**config.mk**
```make
export PLATFORM = sky130hd
export DESIGN_NAME = hazard_unit
export DESIGN_NICKNAME = d
export VERILOG_FILES = /design/src/rtl/pipe_pkg.sv /design/src/rtl/hazard_shadow_stage.sv /design/src/rtl/hazard_unit.sv
export SDC_FILE = /design/constraint.sdc
export NUM_CORES = 1
export LEC_CHECK = 0
export BUFFER_PORTS_ARGS = -buffer_cell sky130_fd_sc_hd__buf_2
export CORE_ASPECT_RATIO = 0.5
export CORE_UTILIZATION = 45
export DETAILED_ROUTE_END_ITERATION = 10
export PLACE_DENSITY = 0.73
export SYNTH_ARGS = -nofsm -noshare
export SYNTH_HDL_FRONTEND = slang
export SYNTH_SLANG_ARGS = --single-unit
```
**constraint.sdc**
```tcl
create_clock -name clk -period 2.3 [get_ports clk]
set_input_delay 0.115 -clock clk [delete_from_list [all_inputs] [get_ports clk]]
set_output_delay 0.115 -clock clk [all_outputs]
set_load 0.1 [all_outputs]
```
**src/rtl/pipe_pkg.sv**
```systemverilog
// Shared pipeline definitions: opcodes, decoder control-bit positions and the
// per-stage hazard bookkeeping record.
package pipe_pkg;

    localparam logic [5:0] OP_R    = 6'b000000;
    localparam logic [5:0] OP_J    = 6'b000010;
    localparam logic [5:0] OP_BEQ  = 6'b000100;
    localparam logic [5:0] OP_BNE  = 6'b000101;
    localparam logic [5:0] OP_ADDI = 6'b001000;
    localparam logic [5:0] OP_ANDI = 6'b001100;
    localparam logic [5:0] OP_LW   = 6'b100011;
    localparam logic [5:0] OP_SW   = 6'b101011;

    // Bit positions inside CtrlSig = {RegWrite,MemtoReg,MemRead,MemWrite,RegDst,ALUOp[1:0],ALUSrc}
    localparam int CTRL_REGWRITE = 7;
    localparam int CTRL_MEMTOREG = 6;
    localparam int CTRL_MEMREAD  = 5;
    localparam int CTRL_MEMWRITE = 4;
    localparam int CTRL_REGDST   = 3;
    localparam int CTRL_ALUOP_HI = 2;
    localparam int CTRL_ALUOP_LO = 1;
    localparam int CTRL_ALUSRC   = 0;

    typedef struct packed {
        logic [4:0] rd;
        logic       regwrite;
        logic       memtoreg;
        logic       memread;
        logic       memwrite;
        logic       regdst;
        logic       alusrc;
    } shadow_t;

    localparam int SHADOW_W = $bits(shadow_t);

    // A source register collides with a pending write only when neither is $0.
    function automatic logic reg_hit(input logic [4:0] src, input logic [4:0] rd);
        return (rd != 5'd0) && (src == rd);
    endfunction

endpackage

```
**src/rtl/hazard_shadow_stage.sv**
```systemverilog
// One shadow pipeline register tracking what a downstream stage will write.
// Synchronous clear has priority over the zero-load (bubble) input.
module hazard_shadow_stage #(
    parameter int WIDTH = 11
) (
    input  logic             clk,
    input  logic             clear,
    input  logic             load_zero,
    input  logic [WIDTH-1:0] d,
    output logic [WIDTH-1:0] q
);

    // Stage register: clear, bubble, or capture.
    always_ff @(posedge clk) begin
        if (clear) begin
            q <= '0;
        end else if (load_zero) begin
            q <= '0;
        end else begin
            q <= d;
        end
    end

endmodule

```
**src/rtl/hazard_unit.sv**
```systemverilog
// Load-use and branch-operand hazard detection with stall/flush event counters.
// Stall decisions are combinational from the shadow EX/MEM state and ID inputs.
import pipe_pkg::*;

module hazard_unit (
    input  logic        clk,
    input  logic        reset,
    input  logic [5:0]  opcode_ID,
    input  logic [4:0]  rs_ID,
    input  logic [4:0]  rt_ID,
    input  logic [4:0]  dest_ID,
    input  logic [7:0]  CtrlSig_ID,
    input  logic        IF_flush,
    output logic        IF_ID_write,
    output logic        PC_write,
    output logic        ID_EX_bubble,
    output logic [15:0] stall_cnt,
    output logic [15:0] flush_cnt
);

    shadow_t     id_s;
    shadow_t     ex_s;
    shadow_t     mem_s;
    logic        uses_rs_s;
    logic        uses_rt_s;
    logic        is_branch_s;
    logic        load_use_s;
    logic        branch_haz_s;
    logic        stall_s;
    logic [15:0] stall_cnt_r;
    logic [15:0] flush_cnt_r;

    assign id_s = '{rd:       dest_ID,
                    regwrite: CtrlSig_ID[CTRL_REGWRITE],
                    memtoreg: CtrlSig_ID[CTRL_MEMTOREG],
                    memread:  CtrlSig_ID[CTRL_MEMREAD],
                    memwrite: CtrlSig_ID[CTRL_MEMWRITE],
                    regdst:   CtrlSig_ID[CTRL_REGDST],
                    alusrc:   CtrlSig_ID[CTRL_ALUSRC]};

    hazard_shadow_stage #(.WIDTH(SHADOW_W)) u_ex (
        .clk       (clk),
        .clear     (reset),
        .load_zero (ID_EX_bubble),
        .d         (id_s),
        .q         (ex_s)
    );

    hazard_shadow_stage #(.WIDTH(SHADOW_W)) u_mem (
        .clk       (clk),
        .clear     (reset),
        .load_zero (1'b0),
        .d         (ex_s),
        .q         (mem_s)
    );

    // Which source fields the ID instruction actually reads.
    always_comb begin
        uses_rt_s   = 1'b0;
        is_branch_s = 1'b0;
        case (opcode_ID)
            OP_R, OP_SW: uses_rt_s = 1'b1;
            OP_BEQ, OP_BNE: begin
                uses_rt_s   = 1'b1;
                is_branch_s = 1'b1;
            end
            default: uses_rt_s = 1'b0;
        endcase
        uses_rs_s = (opcode_ID != OP_J);
    end

    // Hazard detection; a lw feeding a branch stalls twice (EX, then MEM match).
    always_comb begin
        load_use_s = ex_s.memread &&
                     ((uses_rs_s && reg_hit(rs_ID, ex_s.rd)) ||
                      (uses_rt_s && reg_hit(rt_ID, ex_s.rd)));
        branch_haz_s = is_branch_s &&
                       ((ex_s.regwrite && (reg_hit(rs_ID, ex_s.rd) || reg_hit(rt_ID, ex_s.rd))) ||
                        (mem_s.memread && (reg_hit(rs_ID, mem_s.rd) || reg_hit(rt_ID, mem_s.rd))));
        stall_s = load_use_s || branch_haz_s;
    end

    // Pipeline control; reset holds the front end and injects bubbles.
    always_comb begin
        IF_ID_write  = 1'b1;
        PC_write     = 1'b1;
        ID_EX_bubble = 1'b0;
        if (reset || stall_s) begin
            IF_ID_write  = 1'b0;
            PC_write     = 1'b0;
            ID_EX_bubble = 1'b1;
        end else begin
            IF_ID_write  = 1'b1;
            PC_write     = 1'b1;
            ID_EX_bubble = 1'b0;
        end
    end

    // Saturating event counters; a stalled flush is not counted.
    always_ff @(posedge clk) begin
        if (reset) begin
            stall_cnt_r <= 16'd0;
            flush_cnt_r <= 16'd0;
        end else begin
            if (stall_s && (stall_cnt_r != 16'hFFFF)) begin
                stall_cnt_r <= stall_cnt_r + 16'd1;
            end
            if (IF_flush && IF_ID_write && (flush_cnt_r != 16'hFFFF)) begin
                flush_cnt_r <= flush_cnt_r + 16'd1;
            end
        end
    end

    assign stall_cnt = stall_cnt_r;
    assign flush_cnt = flush_cnt_r;

endmodule

```
**After elaboration in Yosys (flattened, before gate mapping)**

Cells that the tools add are included.

- Bits in registers: 54

- Add/sub/neg operators: 2
- Eq/ne operators: 10
- Mux-type cells: 4
- Reductions and logical operators: 25

Operators by type and width:

| kind | number |
|---|---|
| $add A16 B1 Y16 const B | 2 |
| $ne A16 B16 Y1 const B | 2 |
| $eq A5 B5 Y1 | 4 |
| $logic_and A1 B1 Y1 | 13 |
| $eq A6 B3 Y1 const B | 2 |
| $reduce_bool A5 Y1 | 2 |
| $eq A6 B6 Y1 const B | 1 |
| $logic_not A6 Y1 | 1 |
| $logic_or A1 B1 Y1 | 6 |
| $ne A6 B2 Y1 const B | 1 |
| $mux W1 | 4 |
| $reduce_or A2 Y1 | 2 |
| $reduce_or A4 Y1 | 1 |

**Logic depth before layout (Yosys ltp)**

Gate-level depths: netlist (run 1).

- Depth in word-level cells: 11
- Gate-level depth with buffers: 9
- Mapped depth without buffers: 8

**Hierarchy**

Synthesis (run 1) repeated with hierarchy kept, for this count alone.

- Cell total of the unflattened synthesis: 299
- Area, all modules: 2,811.4 um^2

Modules (own cells, without submodules):

| module | instances | cells each | area an instance (um^2) | seq. area each (um^2) |
|---|---|---|---|---|
| hazard_unit | 1 | 251 | 2,060.7 | 640.6 |
| hazard_shadow_stage | 2 | 24 | 375.4 | 220.2 |

**Least setup slack after synthesis (run 1)**

No wires, ideal clock.

- Path kind: reg2out
- From: register u_ex.q[7]
- To: output ID_EX_bubble
- Data arrival time: 3,974 ps
- Required time: 2,185 ps
- Slack: -1,789 ps
- Cell stages (with the launch flop): 9
- Path buffers: 1
- Cells stage by stage: dfxtp_1 > or4_4 > o21ai_0 > nor4_1 > a211oi_2 > nand2_1 > buf_2 > nor2_1 > inv_1

- Word-level cells in the longest chain between the ends: 9

Ends and longest elaborated chain:

| item | line | RTL |
|---|---|---|
| start: declaration | hazard_shadow_stage.sv:10 | `output logic [WIDTH-1:0] q` |
| start signal: assignment | hazard_shadow_stage.sv:16 | `q <= '0;` |
| start signal: assignment | hazard_shadow_stage.sv:18 | `q <= '0;` |
| start signal: assignment | hazard_shadow_stage.sv:20 | `q <= d;` |
| $eq A5 B5 Y1 / $reduce_bool A5 Y1 (equally long branches) | pipe_pkg.sv:38 | `return (rd != 5'd0) && (src == rd);` |
| $logic_and A1 B1 Y1 | pipe_pkg.sv:38 |  |
| $logic_or A1 B1 Y1 | hazard_unit.sv:78 | `((ex_s.regwrite && (reg_hit(rs_ID, ex_s.rd) \|\| reg_hit(rt_ID, ex_s.rd))) \|\|` |
| $logic_and A1 B1 Y1 | hazard_unit.sv:78 |  |
| $logic_or A1 B1 Y1 | hazard_unit.sv:78 |  |
| $logic_and A1 B1 Y1 | hazard_unit.sv:77 | `branch_haz_s = is_branch_s &&` |
| $logic_or A1 B1 Y1 * | hazard_unit.sv:80 | `stall_s = load_use_s \|\| branch_haz_s;` |
| $logic_or A1 B1 Y1 * | hazard_unit.sv:88 | `if (reset \|\| stall_s) begin` |
| $mux W1 * | hazard_unit.sv:88 |  |
| end: declaration | hazard_unit.sv:16 | `output logic ID_EX_bubble,` |

Mark *: on every way between the ends. The rest lies on a longest branch, timed or not.

**Worst setup path in the final report (run 1)**

- From: register u_ex.q[8]
- To: output IF_ID_write

- Word-level cells in the longest chain between the ends: 9

Ends and longest elaborated chain:

| item | line | RTL |
|---|---|---|
| $eq A5 B5 Y1 / $reduce_bool A5 Y1 (equally long branches) | pipe_pkg.sv:38 |  |
| $logic_and A1 B1 Y1 | pipe_pkg.sv:38 |  |
| $logic_or A1 B1 Y1 | hazard_unit.sv:78 |  |
| $logic_and A1 B1 Y1 | hazard_unit.sv:78 |  |
| $logic_or A1 B1 Y1 | hazard_unit.sv:78 |  |
| $logic_and A1 B1 Y1 | hazard_unit.sv:77 |  |
| $logic_or A1 B1 Y1 * | hazard_unit.sv:80 |  |
| $logic_or A1 B1 Y1 * | hazard_unit.sv:88 |  |
| $mux W1 * | hazard_unit.sv:88 |  |
| end: declaration | hazard_unit.sv:14 | `output logic IF_ID_write,` |

Marks and branches as above.

==> summary.md, run 1 <==
| Metric | Value |
|---|---|
| Status | `complete, but fails checks` |
| Failing checks | `setup timing` |
| CP Data Arrival Time | `2440 ps` |
| Synth Area in Adders | `0.0102` |
| Synth area leaders | `dfxtp_1 (37%), mux2_2 (4.1%), nor2_1 (4.1%)` |
| PD cells | `roughly 450 nW/um2` |
| Min Clock Period, post-route | `2550 ps` |
| Layout Skew | `6.25 ps` |
| Vias | `about 2600` |
| Area leader, netlist | `dfxtp_1` |
| CP max FO | `3` |
| Comb power frac | `0.156` |
| GP Congestion | `0.869` |
| Setup TNS | `-4040 ps` |
| Dpl hpwl | `4.55 mm` |
| RSZ-0062 raised after global routing | `true` |
| Top cell type's share of synthesized area | `0.368` |
| Crit path max-delay family | `simple AND/OR/NAND/NOR gates` |
| Critical path type | `register to output port` |
| Root buf cell | `clkbuf_8` |
| Largest stage delay, worst path | `between 500 and 600 ps` |
| First-pass iteration count of the detailed router | `4` |
| Synth Instances | `roughly 290` |
| Max layer used | `met4` |
| Clock Sinks | `45` |
| Via density | `5.73` |
| VDD IR max | `0.239 mV` |
| Global-route wire length before repair | `10.3 mm` |
| P_int | `roughly 1.1 mW` |
| Element type at the critical path end | `output port` |
| Netlist Area Pre-Place | `2440 um2` |
| Pin count of the biggest net entering global routing | `25` |
| Most frequent cells in the layout | `buf_2 (57), buf_4 (27), nor2_1 (25)` |
| CTS tree | `done` |
| Initial antenna violation count | `0` |
| FF+latch count, synth | `45` |
| Ys async rst share | `0` |
| Leakage power | `roughly 1.4 nW` |
| Slew Limit Headroom | `0.613` |
| Max-Cap Viols | `0` |
| GRT Total Usage | `0.230` |
| Commonest non-fill, non-tap cell in the layout | `buf_2` |
| Initial DRC Count | `158` |
| DRC errors left | `0` |
| CTS Buf Count | `5` |
| P_sw | `417 uW` |
| Setup violators final | `32` |
| Hold Vio Cnt, Final | `0` |
| Net Sw Frac | `0.270` |
| Wl on met1 | `~3.1 mm` |
| Finished Cell Area | `3420 um2` |
| Clock network power share | `0.326` |
| H-Tree Depth | `2` |
| Clock Latency Late Sink | `300 ps` |
| Finished Layout Cells | `roughly 450` |
| Synth Area in Simple Gates | `0.311` |
| Mux share of post-synthesis cell area | `0.0461` |
| # rows | `18` |
| Clock Tree Buf Depth | `2` |
| Synthesized Nets | `327` |
| Avg WL per Cell | `15.3 um` |
| Most common cell on crit path | `buf_12` |
| NumNets Final | `just over 400` |
| Hold path startpoint | `dest_ID[0]` |
| Detailed Route WL | `6.84 mm` |
| Seq/Total Area, Yosys | `0.368` |
| Slew Limit Fails | `0` |
| IO Pins | `67` |
| Met2 Wirelength | `3.37 mm` |
| Die span in y | `around 54 um` |
| Class of the worst hold path | `input pin to register` |
| Setup ws final | `-251 ps` |
| Worst-path clk slew | `80 ps` |
| Global route overflow | `0` |
| Crit share post-route | `1.11` |
| Mean Syn Cell Area | `~8.3 um2` |
| Compound-Gate Fraction of Synth Area | `0.148` |
| Fmax | `392 MHz` |
| Seq pwr share | `0.518` |
| CP startpoint | `u_ex.q[8]` |
| Library cells used by synthesis | `45` |
| Slowest stage cell, crit path | `or4_4` |
| WL met3 | `273 um` |
| Layout Area Growth over Synthesis | `39.8%` |
| Die area | `5750 um2` |
| Post-route ant nets | `0` |
| Antenna diodes | `0` |
| Vias in the first global route | `2285` |
| Xor-xnor portion of the synthesized cell area | `0.0716` |
| Worst path required time | `2180 ps` |
| Nature of the critical path startpoint | `register` |
| EDFF count, synth | `0` |
| RR Startpoint | `u_ex.q[8]` |
| Largest family of logic cells by synthesized area | `simple AND/OR/NAND/NOR gates` |
| Dpl cell area | `3050 um2` |
| Initial core utilization | `0.482` |
| Synth warnings | `0` |
| Bufs and invs on worst path | `4` |
| Layout cells sized above 1 | `0.460` |
| Layout Utilization | `0.674` |
| Die Wd | `between 100 and 150 um` |
| Port Buffer Count | `60` |
| WHS | `15.5 ps` |
| Commonest register cell after synthesis | `dfxtp_1` |
| Crit path cell chain | `or4_4, o21ai_2, nor4_2, a211oi_2, nand2_2, buf_12, buf_12, nor2_4, buf_6, buf_12` |
| Core box area | `5070 um2` |
| DP Cell Count | `432` |
| Worst-margin pin slew | `577 ps` |
==> metal layers <==
| metal | up-vias | track usage |
|---|---|---|
| met4 | 0 | 0.0787 |
| met5 | - | 0 |
| met3 | 11 | 0.0460 |
| met2 | 72 | 0.422 |
| met1 | 1245 | 0.279 |
| li1 | 1238 | - |
==> logic make-up after synthesis <==
family                   Yosys count
AND/OR/NAND/NOR                  138
AO/OA/AOI/OAI                     53
flip-flops                        45
buffers and inverters             25
XOR/XNOR                          20
multiplexers                      10
adder cells (fa/ha/maj)            2
==> registers in the layout (all words and copies together), names as in the netlist <==
name	cells
u_mem.q	6
u_ex.q	7
flush_cnt	16
stall_cnt	16
==> stage by stage <==
stage | total power, mW | setup slack (ps)
3_5_place_dp | 1.04 | -109
3_3_place_gp | 1.03 | -51.3
5_1_grt | 1.60 | -328
2_1_floorplan | 0.951 | -469
6_report | 1.55 | -251
4_1_cts | 1.53 | -267
==> path summary, 6_finish.rpt <==
kind              depth (start not counted)  slack, ps       endpoint
hold reg to reg                           2        470  flush_cnt[10]
setup / recovery                         10       -250    IF_ID_write
hold / removal                            2         20      u_ex.q[6]
setup reg to reg                          9       -240   flush_cnt[2]
==> repair_timing <==
| action | in CTS | in global routing |
|---|---|---|
| buffers inserted | 7 | 1 |
| hold buffers | 0 | 0 |
| pin swaps | 18 | 6 |
| endpoints found under the setup margin | 35 | 42 |
| gates resized for setup | 28 | 13 |
| cloned | 1 | 0 |
==> synthesized netlist by cell type (2+ instances only) <==
| cell type | instances |
|---|---|
| dfxtp_1 | 45 |
| nor2_1 | 27 |
| a21oi_1 | 20 |
| nand3_1 | 20 |
| nand2_1 | 16 |
| nor2b_1 | 16 |
| and3_1 | 11 |
| o31ai_1 | 11 |
| or4_1 | 11 |
| inv_1 | 10 |
| xnor2_1 | 10 |
| xor2_1 | 10 |
| mux2_2 | 9 |
| and2_1 | 8 |
| clkbuf_1 | 8 |
| nand4_1 | 7 |
| nor3_1 | 7 |
| nor4_1 | 5 |
| a31o_2 | 4 |
| o21ai_0 | 4 |
| a311oi_1 | 3 |
| buf_2 | 3 |
| a31o_1 | 2 |
| ha_1 | 2 |
| o41ai_1 | 2 |
| or3_1 | 2 |
| or4b_1 | 2 |
==> power groups by stage <==
| stage | sequential, mW | clock, mW | combinational (mW) |
|---|---|---|---|
| floorplan | 0.841 | 0 | 0.110 |
| global placement | 0.819 | 0 | 0.208 |
| detailed placement | 0.819 | 0 | 0.216 |
| CTS | 0.800 | 0.503 | 0.231 |
| global route | 0.803 | 0.546 | 0.256 |
| finish | 0.801 | 0.504 | 0.241 |
==> layout make-up <==
class | instances | area (um2)
clock buffer | 7 | 86.3
timing repair buffer | 92 | 643
sequential | 45 | 946
inverter | 11 | 41.3
fill | 422 | 1650
multi-input combinational | 223 | 1610
tap | 70 | 87.6
Power figures use the tool's default switching activity.
==> run 2, diff against run 1 <==
- CAP_MARGIN: not set -> 40
- CTS_BUF_LIST: not set -> sky130_fd_sc_hd__clkbuf_8
==> run 2 against run 1 <==
Compared with the run above: the run still ends with setup timing left; register-to-register slack about the same; global-route usage stayed put; critical path depth unchanged; non-clock buffer count unchanged; core utilization unchanged; combinational power about the same; power down 0.35%; final area unchanged; first-iteration DRC count fell by 1.3%; maximum frequency hardly changed; clock skew is 0.89 ps lower; critical endpoint unchanged; largest power group unchanged; highest routed layer unchanged.
==> summary.md, run 2 (synthesis results as in run 1) <==
| Metric | Value |
|---|---|
| Status | `complete, but fails checks` |
| Failing checks | `setup timing` |
| Initial DRC Count | `156` |
| Layout Skew | `approximately 5.4 ps` |
| Worst-path clk slew | `80 ps` |
| Worst path required time | `2180 ps` |
| Initial antenna violation count | `0` |
| Layout Area Growth over Synthesis | `39.8%` |
| Nature of the critical path startpoint | `register` |
| DRC errors left | `0` |
| DP Cell Count | `432` |
| Die Wd | `between 100 and 150 um` |
| Clock Tree Buf Depth | `2` |
| Avg WL per Cell | `15.3 um` |
| Pin count of the biggest net entering global routing | `25` |
| Fmax | `around 400 MHz` |
| Global route overflow | `0` |
| Slew Limit Fails | `0` |
| P_sw | `416 uW` |
| # rows | `18` |
| NumNets Final | `412` |
| Comb power frac | `0.156` |
| Post-route ant nets | `0` |
| Die area | `5750 um2` |
| Die span in y | `54.1 um` |
| GRT Total Usage | `0.230` |
| Crit share post-route | `1.11` |
| PD cells | `451 nW/um2` |
| Element type at the critical path end | `output port` |
| CP startpoint | `u_ex.q[8]` |
| Vias in the first global route | `between 2000 and 2500` |
| Initial core utilization | `0.482` |
| Vias | `approximately 2600` |
| Max-Cap Viols | `0` |
| IO Pins | `67` |
| H-Tree Depth | `2` |
| Seq pwr share | `0.520` |
| Setup TNS | `-4060 ps` |
| Class of the worst hold path | `input pin to register` |
| VDD IR max | `roughly 0.24 mV` |
| Detailed Route WL | `6.84 mm` |
| Dpl cell area | `about 3000 um2` |
| Global-route wire length before repair | `10.3 mm` |
| Net Sw Frac | `0.270` |
| Hold path startpoint | `dest_ID[0]` |
| First-pass iteration count of the detailed router | `4` |
| CP max FO | `3` |
| Dpl hpwl | `approximately 4.6 mm` |
| Setup violators final | `31` |
| Via density | `5.71` |
| Finished Layout Cells | `448` |
| RSZ-0062 raised after global routing | `true` |
| CP Data Arrival Time | `2440 ps` |
| Clock network power share | `0.324` |
| Layout cells sized above 1 | `0.460` |
| CTS tree | `done` |
| Antenna diodes | `0` |
| Setup WS pre-CTS | `-109 ps` |
| Slew Limit Headroom | `0.613` |
| P_int | `1.12 mW` |
| RR Startpoint | `u_ex.q[8]` |
| CTS Buf Count | `5` |
| Leakage power | `1.40 nW` |
| Setup ws final | `-251 ps` |
| Critical path type | `register to output port` |
| Worst-margin pin slew | `577 ps` |
| Clock Latency Late Sink | `300 ps` |
| Root buf cell | `clkbuf_8` |
| Core box area | `between 5000 and 6000 um2` |
| Most frequent cells in the layout | `buf_2 (57), buf_4 (27), nor2_1 (25)` |
| Commonest non-fill, non-tap cell in the layout | `buf_2` |
| Clock Sinks | `between 40 and 50` |
| WHS | `about 15 ps` |
| Port Buffer Count | `60` |
| GP Congestion | `0.869` |
| Hold Vio Cnt, Final | `0` |
| Min Clock Period, post-route | `around 2600 ps` |
| Finished Cell Area | `3420 um2` |
run 2: changes by cell type in the layout (fill, tap and decap cells not counted), sizes merged:
cell    delta
clkbuf     -1
inv        +1
run 2: worst paths after layout:
kind	endpoint	cells past startpoint	slack, ps
worst max-delay path	IF_ID_write	10	-250
worst max register to register	flush_cnt[2]	9	-240
worst min register to register	flush_cnt[10]	2	470
worst min-delay path	u_ex.q[6]	2	20
run 2: repair_timing:
action | in CTS | in global routing
resized for setup | 28 | 13
pin swaps | 18 | 6
hold buffers | 0 | 0
gates cloned | 1 | 0
setup buffers | 7 | 1
endpoints found under the setup margin | 35 | 42
run 2: per-stage QoR:
step            util  total power, mW
2_1_floorplan      -            0.951
3_3_place_gp   0.602             1.03
3_5_place_dp   0.602             1.04
4_1_cts        0.661             1.53
5_1_grt        0.674             1.60
6_report       0.674             1.54
run 2: final cells by class:
type / count / area (um2)
Clock buffer: 6 / 82.6
Clock inverter: 1 / 3.75
Fill cell: 422 / 1650
Inverter: 11 / 41.3
Multi-Input combinational cell: 223 / 1610
Sequential cell: 45 / 946
Tap cell: 70 / 87.6
Timing Repair Buffer: 92 / 643
run 2: critical path, stage by stage, from the launching register on:
cell and delay, ps:
dfxtp_2 320, or4_4 560, o21ai_2 180, nor4_2 90, a211oi_2 210, nand2_2 120, buf_12 140, buf_12 120
nor2_4 130, buf_6 120, buf_12 160
run 2: power groups by stage:
stage	clock network (mW)	logic, mW	registers [mW]
floorplan	0	0.110	0.841
global placement	0	0.208	0.819
detailed placement	0	0.216	0.819
CTS	0.499	0.231	0.800
global route	0.542	0.256	0.803
finish	0.499	0.241	0.801
run 2: routing by layer:
metal / share of wire / global-route usage
met1: 0.45 / 0.279
met2: 0.49 / 0.422
met3: 0.043 / 0.0460
met4: 0.012 / 0.0787
met5: 0 / 0
==> run 3, diff against run 2 <==
- CTS_CLUSTER_SIZE: not set -> 8
- SLEW_MARGIN: not set -> 15
- TNS_END_PERCENT: not set -> 1
==> run 3 against run 2 <==
Compared with the run above: the flow still finishes with violations (setup timing); non-clock buffer count fell by 3; highest routed layer unchanged; cell count decreased by 0.67%; clock power decreased by 4%.
==> summary.md, run 3 (synthesis results as in run 1) <==
| Metric | Value |
|---|---|
| WHS | `23.4 ps` |
| Min Clock Period, post-route | `2490 ps` |
| Status | `complete, but fails checks` |
| # rows | `18` |
| Max-Cap Viols | `0` |
| RR Startpoint | `u_ex.q[8]` |
| Die span in y | `54.1 um` |
| Vias in the first global route | `2204` |
| CTS tree | `done` |
| Core box area | `a little over 5000 um2` |
| Antenna diodes | `0` |
| Crit share post-route | `1.08` |
| Hold Vio Cnt, Final | `0` |
| Element type at the critical path end | `register` |
| Initial DRC Count | `120` |
| Clock Sinks | `45` |
| Most frequent cells in the layout | `buf_2 (57), dfxtp_1 (41), nor2_1 (25)` |
| Global-route wire length before repair | `9.86 mm` |
| IO Pins | `67` |
| Port Buffer Count | `60` |
| Post-route ant nets | `0` |
| Root buf cell | `clkbuf_8` |
| Max layer used | `met4` |
| Setup violators final | `24` |
| Clock Tree Buf Depth | `2` |
| Die Wd | `106 um` |
| Worst-margin pin slew | `490 ps` |
| VDD IR max | `0.410 mV` |
| Layout Area Growth over Synthesis | `34.6%` |
| Met2 Wirelength | `3.17 mm` |
| Class of the worst hold path | `input pin to register` |
| Layout Utilization | `0.650` |
| Wl on met1 | `2.95 mm` |
| H-Tree Depth | `2` |
| NumNets Final | `between 400 and 500` |
| Initial antenna violation count | `0` |
| RSZ-0062 raised after global routing | `true` |
| First-pass iteration count of the detailed router | `4` |
| Global route overflow | `0` |
| Leakage power | `1.35 nW` |
| Die area | `5750 um2` |
| CP max FO | `11` |
| Critical path type | `register to register` |
| Worst path required time | `2520 ps` |
| Nature of the critical path startpoint | `register` |
| Worst R2R End | `flush_cnt[15]` |
| Setup ws final | `-193 ps` |
| GP Congestion | `just under 0.9` |
| Clock Latency Late Sink | `290 ps` |
| CP Data Arrival Time | `2710 ps` |
| Layout cells sized above 1 | `0.365` |
| Slowest stage cell, crit path | `or4_4` |
| GRT Total Usage | `0.220` |
| Largest stage delay, worst path | `560 ps` |
| PD cells | `roughly 460 nW/um2` |
| Layout Skew | `roughly 3.2 ps` |
| Worst-path clk slew | `80 ps` |
| Hold EP | `u_ex.q[7]` |
| Slew Limit Fails | `0` |
| Dpl hpwl | `4.51 mm` |
| DRC errors left | `0` |
| Fmax | `401 MHz` |
| Final Power | `1.51 mW` |
| Crit path cell chain | `or4_4, o21ai_2, nor4_2, a211oi_2, nand2_2, buf_8, buf_4, or4_1, a21oi_1` |
| Avg WL per Cell | `14.6 um` |
| Commonest non-fill, non-tap cell in the layout | `buf_2` |
| CTS Buf Count | `5` |
| Slew Limit Headroom | `0.676` |
| WL met3 | `301 um` |
| Worst Reg-to-Reg Cells | `9` |
| Detailed Route WL | `roughly 6.5 mm` |
| Vias | `2479` |
| Hold path cells | `2` |
| Pin count of the biggest net entering global routing | `24` |
| Via density | `approximately 5.6` |
| Reg2reg setup slack | `-190 ps` |
| Initial core utilization | `0.482` |
| Post-CTS Hold Fix Bufs | `0` |
| Hold path startpoint | `dest_ID[1]` |
| Failing checks | `setup timing` |
-- run 3: final cells by class --
class | instances | area, um2
flip-flops and latches | 45 | 906
inverters | 11 | 41.3
clock inverters | 1 | 3.75
well taps | 70 | 87.6
repair buffers | 89 | 613
fillers | 428 | 1780
multi-input cells | 223 | 1560
clock buffers | 6 | 82.6
-- run 3: worst max path at each step --
stage | startpoint | end | slack, ps | cells past startpoint
CTS | u_ex.q[8] | IF_ID_write | -220 | 10
finish | u_ex.q[8] | flush_cnt[15] | -190 | 9
global route | u_ex.q[8] | IF_ID_write | -300 | 10
detailed placement | u_ex.q[7] | stall_cnt[4] | -110 | 11
floorplan | u_ex.q[7] | ID_EX_bubble | -510 | 8
global placement | u_ex.q[7] | stall_cnt[8] | -40 | 8
-- run 3: repair_timing --
item                       in CTS  in global routing
gates resized for setup        22                 12
setup buffers                   7                  0
cloned                          1                  0
setup endpoints to repair      27                 40
pin swaps                      20                  6
-- run 3: where the power goes --
part	switching (mW)	internal [mW]
logic	0.133	0.0934
clock network	0.247	0.234
registers	0.0138	0.793
total	0.394	1.12
-- run 3: metal layers --
| layer | GRT usage | up-vias |
|---|---|---|
| met3 | 0.0412 | 9 |
| met2 | 0.409 | 67 |
| met1 | 0.267 | 1174 |
| li1 | - | 1229 |
| met5 | 0 | - |
| met4 | 0.0648 | 0 |
-- run 3: worst max-delay path, delay by kind of cell, from the launching register on --
family                 cells  cell delay (ps)
AND/OR/NAND/NOR            4             1260
AO/OA/AOI/OAI              3              530
flip-flops                 1              330
buffers and inverters      2              320
-- run 3: stage by stage --
stage,worst slack [ps],cell area [um2],setup TNS (ps),std cells
3_3_place_gp,-36.0,2980,-83.3,430
3_5_place_dp,-111,2980,-737,430
4_1_cts,-216,3230,-2690,445
2_1_floorplan,-506,2460,-11070,293
5_1_grt,-302,3290,-5560,445
6_report,-193,3290,-2340,445
